<file path="config.mk">
export PLATFORM = sky130hd
export DESIGN_NAME = complex_div
export DESIGN_NICKNAME = d
export VERILOG_FILES = /design/src/rtl/complex_div_pkg.sv /design/src/rtl/complex_div_step.sv /design/src/rtl/complex_div.sv
export SDC_FILE = /design/constraint.sdc
export NUM_CORES = 2
export LEC_CHECK = 0
export ABC_AREA = 1
export CAP_MARGIN = 20
export CORE_ASPECT_RATIO = 0.9
export CORE_MARGIN = 2
export CORE_UTILIZATION = 50
export DETAILED_ROUTE_END_ITERATION = 10
export PLACE_DENSITY = 0.67
export SLEW_MARGIN = 40
export SYNTH_ARGS = -nofsm -noshare
export SYNTH_HDL_FRONTEND = slang
export SYNTH_SLANG_ARGS = --single-unit
</file>
<file path="constraint.sdc">
create_clock -name clk -period 12.54 [get_ports clk]
set_input_delay 3.762 -clock clk [delete_from_list [all_inputs] [get_ports clk]]
set_output_delay 3.762 -clock clk [all_outputs]
set_load 0.02 [all_outputs]
</file>
<file path="src/rtl/complex_div_pkg.sv">
`default_nettype none
// ============================================================================
// complex_div_pkg
// FSM states, width helpers and the signed-magnitude helper for complex_div.
// Honours COMPLEX_DIV_ROUND_EN (adds one guard iteration).
// Revision: 1.0
// ============================================================================
package complex_div_pkg;

    typedef enum logic [2:0] {
        IDLE = 3'd0,
        LOAD = 3'd1,
        DIV  = 3'd2,
        FIN  = 3'd3,
        DONE = 3'd4
    } stateT;

    // Widest intermediate handled by condNeg; every datapath value fits in it.
    localparam int MAX_W = 64;

    function automatic int calcNumW(input int width);
        return 2 * width + 1;
    endfunction

    function automatic int calcDenW(input int width);
        return 2 * width + 1;
    endfunction

    function automatic int calcIter(input int width, input int frac);
`ifdef COMPLEX_DIV_ROUND_EN
        return 2 * width + frac + 1;
`else
        return 2 * width + frac;
`endif
    endfunction

    // abs() when neg is the value's own sign bit, sign re-application otherwise.
    function automatic logic [MAX_W-1:0] condNeg(input logic [MAX_W-1:0] value,
                                                 input logic neg);
        return neg ? (~value + MAX_W'(1)) : value;
    endfunction

endpackage
`default_nettype wire

</file>
<file path="src/rtl/complex_div_step.sv">
`default_nettype none
// ============================================================================
// unsigned_restoring_div_step
// One combinational restoring-division step: shift in a dividend bit, try to
// subtract the divisor, keep the difference when it does not borrow.
// Revision: 1.0
// ============================================================================
module unsigned_restoring_div_step #(
    parameter int W = 17
) (
    input  logic [W-1:0] remIn,
    input  logic         bitIn,
    input  logic [W-1:0] divisor,
    output logic [W-1:0] remOut,
    output logic         qBit
);

    logic [W:0] w_shifted;
    logic [W:0] w_trial;

    // remIn < divisor < 2^(W-1), so bit W of the trial is a clean borrow flag.
    assign w_shifted = {remIn, bitIn};
    assign w_trial   = w_shifted - {1'b0, divisor};
    assign qBit      = ~w_trial[W];
    assign remOut    = qBit ? w_trial[W-1:0] : w_shifted[W-1:0];

endmodule
`default_nettype wire

</file>
<file path="src/rtl/complex_div.sv">
`default_nettype none
// ============================================================================
// complex_div
// Sequential signed complex divider q = a / b with valid/ready handshakes;
// two serial restoring-division lanes share the denominator |b|^2.
// Optional: define COMPLEX_DIV_ROUND_EN for round-to-nearest, ties away.
// Revision: 1.0
// ============================================================================
module complex_div
    import complex_div_pkg::*;
#(
    parameter int WIDTH = 8,
    parameter int FRAC  = 4
) (
    input  logic               clk,
    input  logic               rst,
    input  logic               inValid,
    output logic               inReady,
    input  logic [WIDTH-1:0]   aReal,
    input  logic [WIDTH-1:0]   aImag,
    input  logic [WIDTH-1:0]   bReal,
    input  logic [WIDTH-1:0]   bImag,
    output logic               outValid,
    input  logic               outReady,
    output logic [2*WIDTH-1:0] outReal,
    output logic [2*WIDTH-1:0] outImag,
    output logic               divByZero
);

    localparam int NUM_W = calcNumW(WIDTH);
    localparam int DEN_W = calcDenW(WIDTH);
    localparam int ITER  = calcIter(WIDTH, FRAC);
    localparam int OUT_W = 2 * WIDTH;
    localparam int SHIFT = ITER - OUT_W;
    localparam int CNT_W = $clog2(ITER);

    stateT              r_state;
    logic [WIDTH-1:0]   r_aReal, r_aImag, r_bReal, r_bImag;
    logic               r_negReal, r_negImag, r_zeroDen;
    logic [DEN_W-1:0]   r_den;
    logic [ITER-1:0]    r_dvdReal, r_dvdImag;
    logic [DEN_W-1:0]   r_remReal, r_remImag;
    logic [ITER-1:0]    r_quoReal, r_quoImag;
    logic [CNT_W-1:0]   r_iter;
    logic               r_inReady, r_outValid, r_divByZero;
    logic [OUT_W-1:0]   r_outReal, r_outImag;

    logic signed [NUM_W-1:0] w_ar, w_ai, w_br, w_bi;
    logic signed [NUM_W-1:0] w_numReal, w_numImag, w_den;
    logic [MAX_W-1:0]   w_magNumReal, w_magNumImag, w_dvdReal64, w_dvdImag64;
    logic [DEN_W-1:0]   w_remRealNext, w_remImagNext;
    logic               w_qBitReal, w_qBitImag;
    logic [MAX_W-1:0]   w_quoReal64, w_quoImag64, w_magReal64, w_magImag64;
    logic [MAX_W-1:0]   w_resReal64, w_resImag64;
    logic               w_unusedBits;

    assign w_ar = {{(NUM_W-WIDTH){r_aReal[WIDTH-1]}}, r_aReal};
    assign w_ai = {{(NUM_W-WIDTH){r_aImag[WIDTH-1]}}, r_aImag};
    assign w_br = {{(NUM_W-WIDTH){r_bReal[WIDTH-1]}}, r_bReal};
    assign w_bi = {{(NUM_W-WIDTH){r_bImag[WIDTH-1]}}, r_bImag};

    assign w_numReal = w_ar * w_br + w_ai * w_bi;
    assign w_numImag = w_ai * w_br - w_ar * w_bi;
    assign w_den     = w_br * w_br + w_bi * w_bi;

    assign w_magNumReal = condNeg({{(MAX_W-NUM_W){w_numReal[NUM_W-1]}}, w_numReal},
                                  w_numReal[NUM_W-1]);
    assign w_magNumImag = condNeg({{(MAX_W-NUM_W){w_numImag[NUM_W-1]}}, w_numImag},
                                  w_numImag[NUM_W-1]);
    // |N| < 2^(2*WIDTH), so the low ITER bits hold the whole scaled dividend.
    assign w_dvdReal64 = w_magNumReal << SHIFT;
    assign w_dvdImag64 = w_magNumImag << SHIFT;

    unsigned_restoring_div_step #(.W(DEN_W)) u_stepReal (
        .remIn   (r_remReal),
        .bitIn   (r_dvdReal[ITER-1]),
        .divisor (r_den),
        .remOut  (w_remRealNext),
        .qBit    (w_qBitReal)
    );

    unsigned_restoring_div_step #(.W(DEN_W)) u_stepImag (
        .remIn   (r_remImag),
        .bitIn   (r_dvdImag[ITER-1]),
        .divisor (r_den),
        .remOut  (w_remImagNext),
        .qBit    (w_qBitImag)
    );

    assign w_quoReal64 = {{(MAX_W-ITER){1'b0}}, r_quoReal};
    assign w_quoImag64 = {{(MAX_W-ITER){1'b0}}, r_quoImag};
`ifdef COMPLEX_DIV_ROUND_EN
    // Guard bit set means the dropped fraction is >= 1/2 of an LSB.
    assign w_magReal64 = (w_quoReal64 >> 1) + {{(MAX_W-1){1'b0}}, r_quoReal[0]};
    assign w_magImag64 = (w_quoImag64 >> 1) + {{(MAX_W-1){1'b0}}, r_quoImag[0]};
`else
    assign w_magReal64 = w_quoReal64;
    assign w_magImag64 = w_quoImag64;
`endif
    assign w_resReal64 = condNeg(w_magReal64, r_negReal);
    assign w_resImag64 = condNeg(w_magImag64, r_negImag);

    assign w_unusedBits = ^{w_dvdReal64[MAX_W-1:ITER], w_dvdImag64[MAX_W-1:ITER],
                            w_resReal64[MAX_W-1:OUT_W], w_resImag64[MAX_W-1:OUT_W]};

    always_ff @(posedge clk or posedge rst) begin
        if (rst) begin
            r_state     <= IDLE;
            r_aReal     <= '0;
            r_aImag     <= '0;
            r_bReal     <= '0;
            r_bImag     <= '0;
            r_negReal   <= 1'b0;
            r_negImag   <= 1'b0;
            r_zeroDen   <= 1'b0;
            r_den       <= '0;
            r_dvdReal   <= '0;
            r_dvdImag   <= '0;
            r_remReal   <= '0;
            r_remImag   <= '0;
            r_quoReal   <= '0;
            r_quoImag   <= '0;
            r_iter      <= '0;
            r_inReady   <= 1'b1;
            r_outValid  <= 1'b0;
            r_outReal   <= '0;
            r_outImag   <= '0;
            r_divByZero <= 1'b0;
        end else begin
            case (r_state)
                IDLE: begin
                    if (inValid) begin
                        r_aReal   <= aReal;
                        r_aImag   <= aImag;
                        r_bReal   <= bReal;
                        r_bImag   <= bImag;
                        r_inReady <= 1'b0;
                        r_state   <= LOAD;
                    end
                end
                LOAD: begin
                    r_negReal <= w_numReal[NUM_W-1];
                    r_negImag <= w_numImag[NUM_W-1];
                    r_den     <= w_den;
                    r_zeroDen <= (w_den == '0);
                    r_dvdReal <= w_dvdReal64[ITER-1:0];
                    r_dvdImag <= w_dvdImag64[ITER-1:0];
                    r_remReal <= '0;
                    r_remImag <= '0;
                    r_quoReal <= '0;
                    r_quoImag <= '0;
                    r_iter    <= '0;
                    r_state   <= DIV;
                end
                DIV: begin
                    // A zero divisor would make every step succeed; lanes stay at 0.
                    if (!r_zeroDen) begin
                        r_remReal <= w_remRealNext;
                        r_remImag <= w_remImagNext;
                        r_quoReal <= {r_quoReal[ITER-2:0], w_qBitReal};
                        r_quoImag <= {r_quoImag[ITER-2:0], w_qBitImag};
                        r_dvdReal <= {r_dvdReal[ITER-2:0], 1'b0};
                        r_dvdImag <= {r_dvdImag[ITER-2:0], 1'b0};
                    end
                    r_iter <= r_iter + CNT_W'(1);
                    if (r_iter == CNT_W'(ITER - 1)) begin
                        r_state <= FIN;
                    end
                end
                FIN: begin
                    r_outReal   <= r_zeroDen ? '0 : w_resReal64[OUT_W-1:0];
                    r_outImag   <= r_zeroDen ? '0 : w_resImag64[OUT_W-1:0];
                    r_divByZero <= r_zeroDen;
                    r_state     <= DONE;
                end
                DONE: begin
                    // Results settle one cycle before outValid is presented.
                    if (!r_outValid) begin
                        r_outValid <= 1'b1;
                    end else if (outReady) begin
                        r_outValid <= 1'b0;
                        r_inReady  <= 1'b1;
                        r_state    <= IDLE;
                    end
                end
                default: begin
                    r_state <= IDLE;
                end
            endcase
        end
    end

    assign inReady   = r_inReady;
    assign outValid  = r_outValid;
    assign outReal   = r_outReal;
    assign outImag   = r_outImag;
    assign divByZero = r_divByZero;

endmodule
`default_nettype wire

</file>
# After elaboration in Yosys (flattened, before gate mapping)

Cells that the tools add are included.

Add/subtract/negate cells: 10
$mul: 6
Equal/unequal tests: 10
Mux-type cells: 32
Bitwise gates (word level): 6
Reductions and logical operators: 8

Operators with widths:

| kind                                                            | count |
|---|---|
| 16-bit 2-to-1 mux                                               | 8 |
| 8-bit by 8-bit multiplier with 16-bit output                    | 6 |
| 20-bit one-hot mux with 2 select lines                          | 2 |
| 17-bit 2-to-1 mux                                               | 4 |
| 17-bit one-hot mux with 2 select lines                          | 2 |
| 16-bit by 1-bit adder with 16-bit output, second input constant | 4 |
| 16-bit inverter                                                 | 4 |
| 16-bit one-hot mux with 2 select lines                          | 2 |
| 20-bit 2-to-1 mux                                               | 2 |
| 18-bit by 17-bit subtractor with 18-bit output                  | 2 |
| 16-bit by 16-bit adder with 17-bit output                       | 2 |
| 17-bit zero test                                                | 1 |
| 16-bit by 16-bit subtractor with 17-bit output                  | 1 |
| 3-bit one-hot mux with 5 select lines                           | 1 |
| 3-bit 2-to-1 mux                                                | 4 |
| 2-bit inequality test, second input constant                    | 5 |
| 5-bit one-hot mux with 2 select lines                           | 1 |
| 4-bit AND reduction                                             | 2 |
| 3-bit by 2-bit == test with 1-bit output, second input constant | 2 |
| 5-bit by 1-bit adder with 5-bit output, second input constant   | 1 |
| 5-bit == test, second input constant                            | 1 |
| 1-bit 2-to-1 mux                                                | 5 |
| 2-bit AND reduction                                             | 2 |
| 2-bit nonzero test                                              | 2 |
| other kinds (5)                                                 | 6 |

Flip-flop bits (word level): 201
Bits of input ports: 36
Output and inout bits: 35

# Depth between registers and ports, before layout

Depth in word-level cells: 6
Mapped depth: 34
Depth with buffers taken out: 32

# By module

A second synthesis with hierarchy kept.

Cells, all modules: 3862
Area total of the unflattened synthesis: 29061.6 um^2

Modules (own cells, without submodules):

| module                      | times used | cells each | area an instance (um^2) | seq. area each (um^2) |
|---|---|---|---|---|
| complex_div                 | 1          | 3258       | 25756.0                 | 4830.9 |
| unsigned_restoring_div_step | 2          | 302        | 1652.8                  | 0.0 |

# Least setup slack after synthesis

No wires, ideal clock.

Path kind: register -> register
Start: register r_aImag[7]
End: register r_dvdReal[9]
Library setup time: 0.121 ns
Arrival time: 5.757 ns
Data required time: 12.419 ns
Setup slack: 6.662 ns
Stages on the path, launching flop included: 26
Path buffers: 3
Cell sequence: dfrtp_1 > clkbuf_1 > clkbuf_1 > nand2_1 > inv_1 > fa_1 > fa_1 > fa_1 > fa_1 > fa_1 > inv_1 > fa_1 > inv_1 > ha_1 > nand2_1 > inv_1 > a21oi_1 > o211ai_1 > nor2_1 > nand3b_1 > nand2_1 > buf_2 > nand2_1 > o21ai_0 > o21bai_1 > nand2_1

Longest elaborated chain between the ends: 4

Ends and longest elaborated chain:

| item                                         | RTL line              | text |
|---|---|---|
| start: declaration                           | complex_div.sv:38     | `logic [WIDTH-1:0] r_aReal, r_aImag, r_bReal, r_bImag;` |
| start signal: assignment                     | complex_div.sv:134    | `r_aImag <= aImag;` |
| 8-bit by 8-bit multiplier with 16-bit output | complex_div.sv:62     | `assign w_numReal = w_ar * w_br + w_ai * w_bi;` |
| 16-bit by 16-bit adder with 17-bit output    | complex_div.sv:62     |  |
| 16-bit 2-to-1 mux                            | complex_div_pkg.sv:40 | `return neg ? (~value + MAX_W'(1)) : value;` |
| 20-bit one-hot mux with 2 select lines       | complex_div.sv:130    | `case (r_state)` |
| end signal: assignment                       | complex_div.sv:146    | `r_dvdReal <= w_dvdReal64[ITER-1:0];` |
| end signal: assignment                       | complex_div.sv:162    | `r_dvdReal <= {r_dvdReal[ITER-2:0], 1'b0};` |
| end: declaration                             | complex_div.sv:41     | `logic [ITER-1:0] r_dvdReal, r_dvdImag;` |

No other way between the ends.
A chain may end at the register's enable or synchronous reset.

# Worst setup path after layout

Start: register r_bImag[7]
End: register r_dvdReal[10]

Longest elaborated chain between the ends: 4

Ends and longest elaborated chain:

| item                                         | RTL line              | text |
|---|---|---|
| start: declaration                           | complex_div.sv:38     |  |
| start signal: assignment                     | complex_div.sv:136    | `r_bImag <= bImag;` |
| 8-bit by 8-bit multiplier with 16-bit output | complex_div.sv:62     |  |
| 16-bit by 16-bit adder with 17-bit output    | complex_div.sv:62     |  |
| 16-bit 2-to-1 mux                            | complex_div_pkg.sv:40 |  |
| 20-bit one-hot mux with 2 select lines       | complex_div.sv:130    |  |

No other way between the ends.

==> qor.txt <==
Status: finished, final reports clean
RR Endpoint: r_dvdReal[10]$_DFFE_PP0P_
Die Area: 0.05741 mm²
R2r startpoint: r_bImag[7]$_DFFE_PP0P_
Critical path startpoint: r_bImag[7]$_DFFE_PP0P_
Clock slew at reported path FFs: 90 ps
Syn_nets: 4261
Most frequent cells in the layout: nand2_1 (949), inv_1 (894), fa_1 (404)
Core area: 0.05463 mm²
CP Cell Sequence: inv_1, nor2_1, fa_1, inv_1, fa_1, inv_1, fa_1, fa_1, fa_1, inv_1, fa_1, inv_1, ha_1, nand2_1, inv_1, a21oi_1, o211ai_1, nor2_1, nand3b_1, nand2_2, nand2_1, o21ai_0, o21bai_1, nand2_1
Post-synth ARST share: 100.0%
CTS H-tree depth: 4
Drt first pass iters: 5
Cts hold-fix bufs: 0
FF-to-FF path depth: 24
Clock Sink Count: 193
Crit start category: flop
Max Cap Violations: 0
Starting Density: 50.81%
Number of port buffers: 70
Slew headroom: 40.71%
CTS tree: done
Final HPWL DP: 50520 µm
CTS Buf Count: 17
Setup_tns: 0 ps
WP data required: 12920 ps
Final layout net count: 4245
Gr usage total: 24.62%
Min-Delay Path Class: flop to flop
Vias post-DR: 21710
# diodes: 0
Unrepaired setup endpoints after global routing: false
Die X: 252.4 µm
Starting DRT DRC Count: 1433
FMAX: 0.1484 GHz
Post-Place Worst Slack: 5887 ps
Die Y-Extent: 227.5 µm
M1 GR Usage: 33.15%
Later-pin clock latency in the skew report: 510 ps
Area delta synth->final: 6.820%
CTS root buf: clkbuf_16
CP endpoint: r_dvdReal[10]$_DFFE_PP0P_
GR peak layer: met2
Reg2Reg Setup Slack: 5800 ps
GPL Wtd Cong: 0.8900
Layout cell share with drive strength beyond 1: 3.323%
ANT nets after route: 0
Max incr delay on CP: 710 ps
Hold Path Stages: 2
Final hold viol count: 0
Grt met2 use: 40.29%
M3 GR Usage: 4.585%
Setup Fix Bufs, Post-CTS: 0
Core Rows: 81
Crit-path max FO: 30
Inst Count DP: 4284
Setup violators final: 0
Vias in the first global route: 22120
Initial antenna violation count: 1
Slew @ Worst Pin: 889.3 ps
CTS resizes: 0
Ys Warns: 0
Largest net degree at the start of global routing: 129
Min Tclk post-route: 6736 ps
Most common cell after layout, fill and taps aside: nand2_1
Number of placed I/O pins: 71
WL final: 65030 µm
First-pass GRT wire length: 111900 µm
Post-route insts no fill: 4316
Routed wire per std cell: 15.07 µm
Mean post-synth cell area: 7.680 µm²
Total gr overflow: 0
Post-Syn Instances: 3614
CP endpoint kind: flop
Synth unique cells: 46
Vias per cell: 5.031
WS Path Type: flop to flop
Register area share after synthesis: 17.41%
Pins over their slew limit: 0
Clock skew: 22.62 ps
Most used DFF post-synth: dfrtp_1
Final setup margin: 5804 ps
# DRC: 0
Number of synthesized flops with an enable pin: 0
CP max-delay cell: inv_1
Clock Path Buffers: 2
Arrival @ worst endpoint: 7120 ps
Mapped Area: 0.02776 mm²
#FFs+latches synth: 193
Final core utilization: 54.28%
Post-route clock period utilization: 53.72%
[synth_stat cells, drive strengths merged (2+ instances only)]
master | number | area (µm²)
nand2 | 956 | 3606
inv | 921 | 3457
fa | 404 | 8088
ha | 207 | 2590
dfrtp | 192 | 4805
nand3 | 165 | 830.8
o21ai | 143 | 727.0
nor2 | 122 | 493.0
clkbuf | 110 | 412.9
a21oi | 69 | 349.1
xor2 | 53 | 471.7
nand4 | 38 | 237.7
nor3 | 34 | 210.2
xnor2 | 34 | 297.8
o22ai | 33 | 206.5
o211ai | 32 | 240.2
buf | 23 | 133.9
a21o | 12 | 90.09
a31oi | 12 | 75.07
nand3b | 11 | 82.58
o21bai | 11 | 86.33
o31ai | 7 | 52.55
a32o | 6 | 60.06
or2 | 6 | 37.54
and2 | 3 | 18.77
o21a | 3 | 22.52
a221oi | 2 | 17.52
[flip-flops by register name, indices dropped and copies added, names as in the netlist, 16 cells and up]
name	count
r_den	17
r_remImag	17
r_remReal	17
outImag	16
outReal	16
r_dvdImag	16
r_dvdReal	16
r_quoImag	16
r_quoReal	16
[area by class of cell]
| class | count | area (µm²) |
|---|---|---|
| well taps | 705 | 882.1 |
| clock inverters | 15 | 190.2 |
| fillers | 5167 | 24980 |
| inverters | 922 | 3476 |
| clock buffers | 17 | 425.4 |
| flip-flops and latches | 193 | 4831 |
| repair buffers | 98 | 914.6 |
| multi-input cells | 2366 | 18930 |
[cell families after synthesis]
kind of cell	synth area share, %
xor+xnor	2.772
compound gates	7.014
flops	17.41
simple gates	19.90
buf+inv	14.44
fa+ha+maj	38.47
[routing by layer]
layer	routed length, µm	part of all wire, %	up-vias
li1	-	-	10780
met4	1858	2.9	2
met5	13	0.020	-
met3	3993	6.1	113
met1	29630	46	10310
met2	29530	45	503
[through the flow]
stage | area [µm²] | hold slack, ps
floorplan | 27760 | 441.4
finish | 29650 | 469.0
global route | 29650 | 488.6
detailed placement | 29030 | 462.0
global placement | 29020 | 457.4
CTS | 29650 | 474.8
[worst min path at each step]
stage                                    from                   endpoint  slack, ps
floorplan           r_dvdImag[10]$_DFFE_PP0P_  r_dvdImag[10]$_DFFE_PP0P_        440
global placement    r_dvdImag[15]$_DFFE_PP0P_  r_dvdImag[15]$_DFFE_PP0P_        460
detailed placement   r_dvdReal[8]$_DFFE_PP0P_   r_dvdReal[8]$_DFFE_PP0P_        460
CTS                       inReady$_DFFE_PP1P_        inReady$_DFFE_PP1P_        470
global route              inReady$_DFFE_PP1P_        inReady$_DFFE_PP1P_        490
finish                    inReady$_DFFE_PP1P_        inReady$_DFFE_PP1P_        470
[worst max-delay path, delay by kind of cell, from the launching register on]
kind	cells	cell delay, ps
AND/OR/NAND/NOR	7	1110
AO/OA/AOI/OAI	4	660
buffers and inverters	6	950
adder cells (fa/ha/maj)	7	3260
flip-flops	1	600
Power is not shown: default switching activity piles up to over one toggle a cycle in this logic, so the estimate is an artifact.
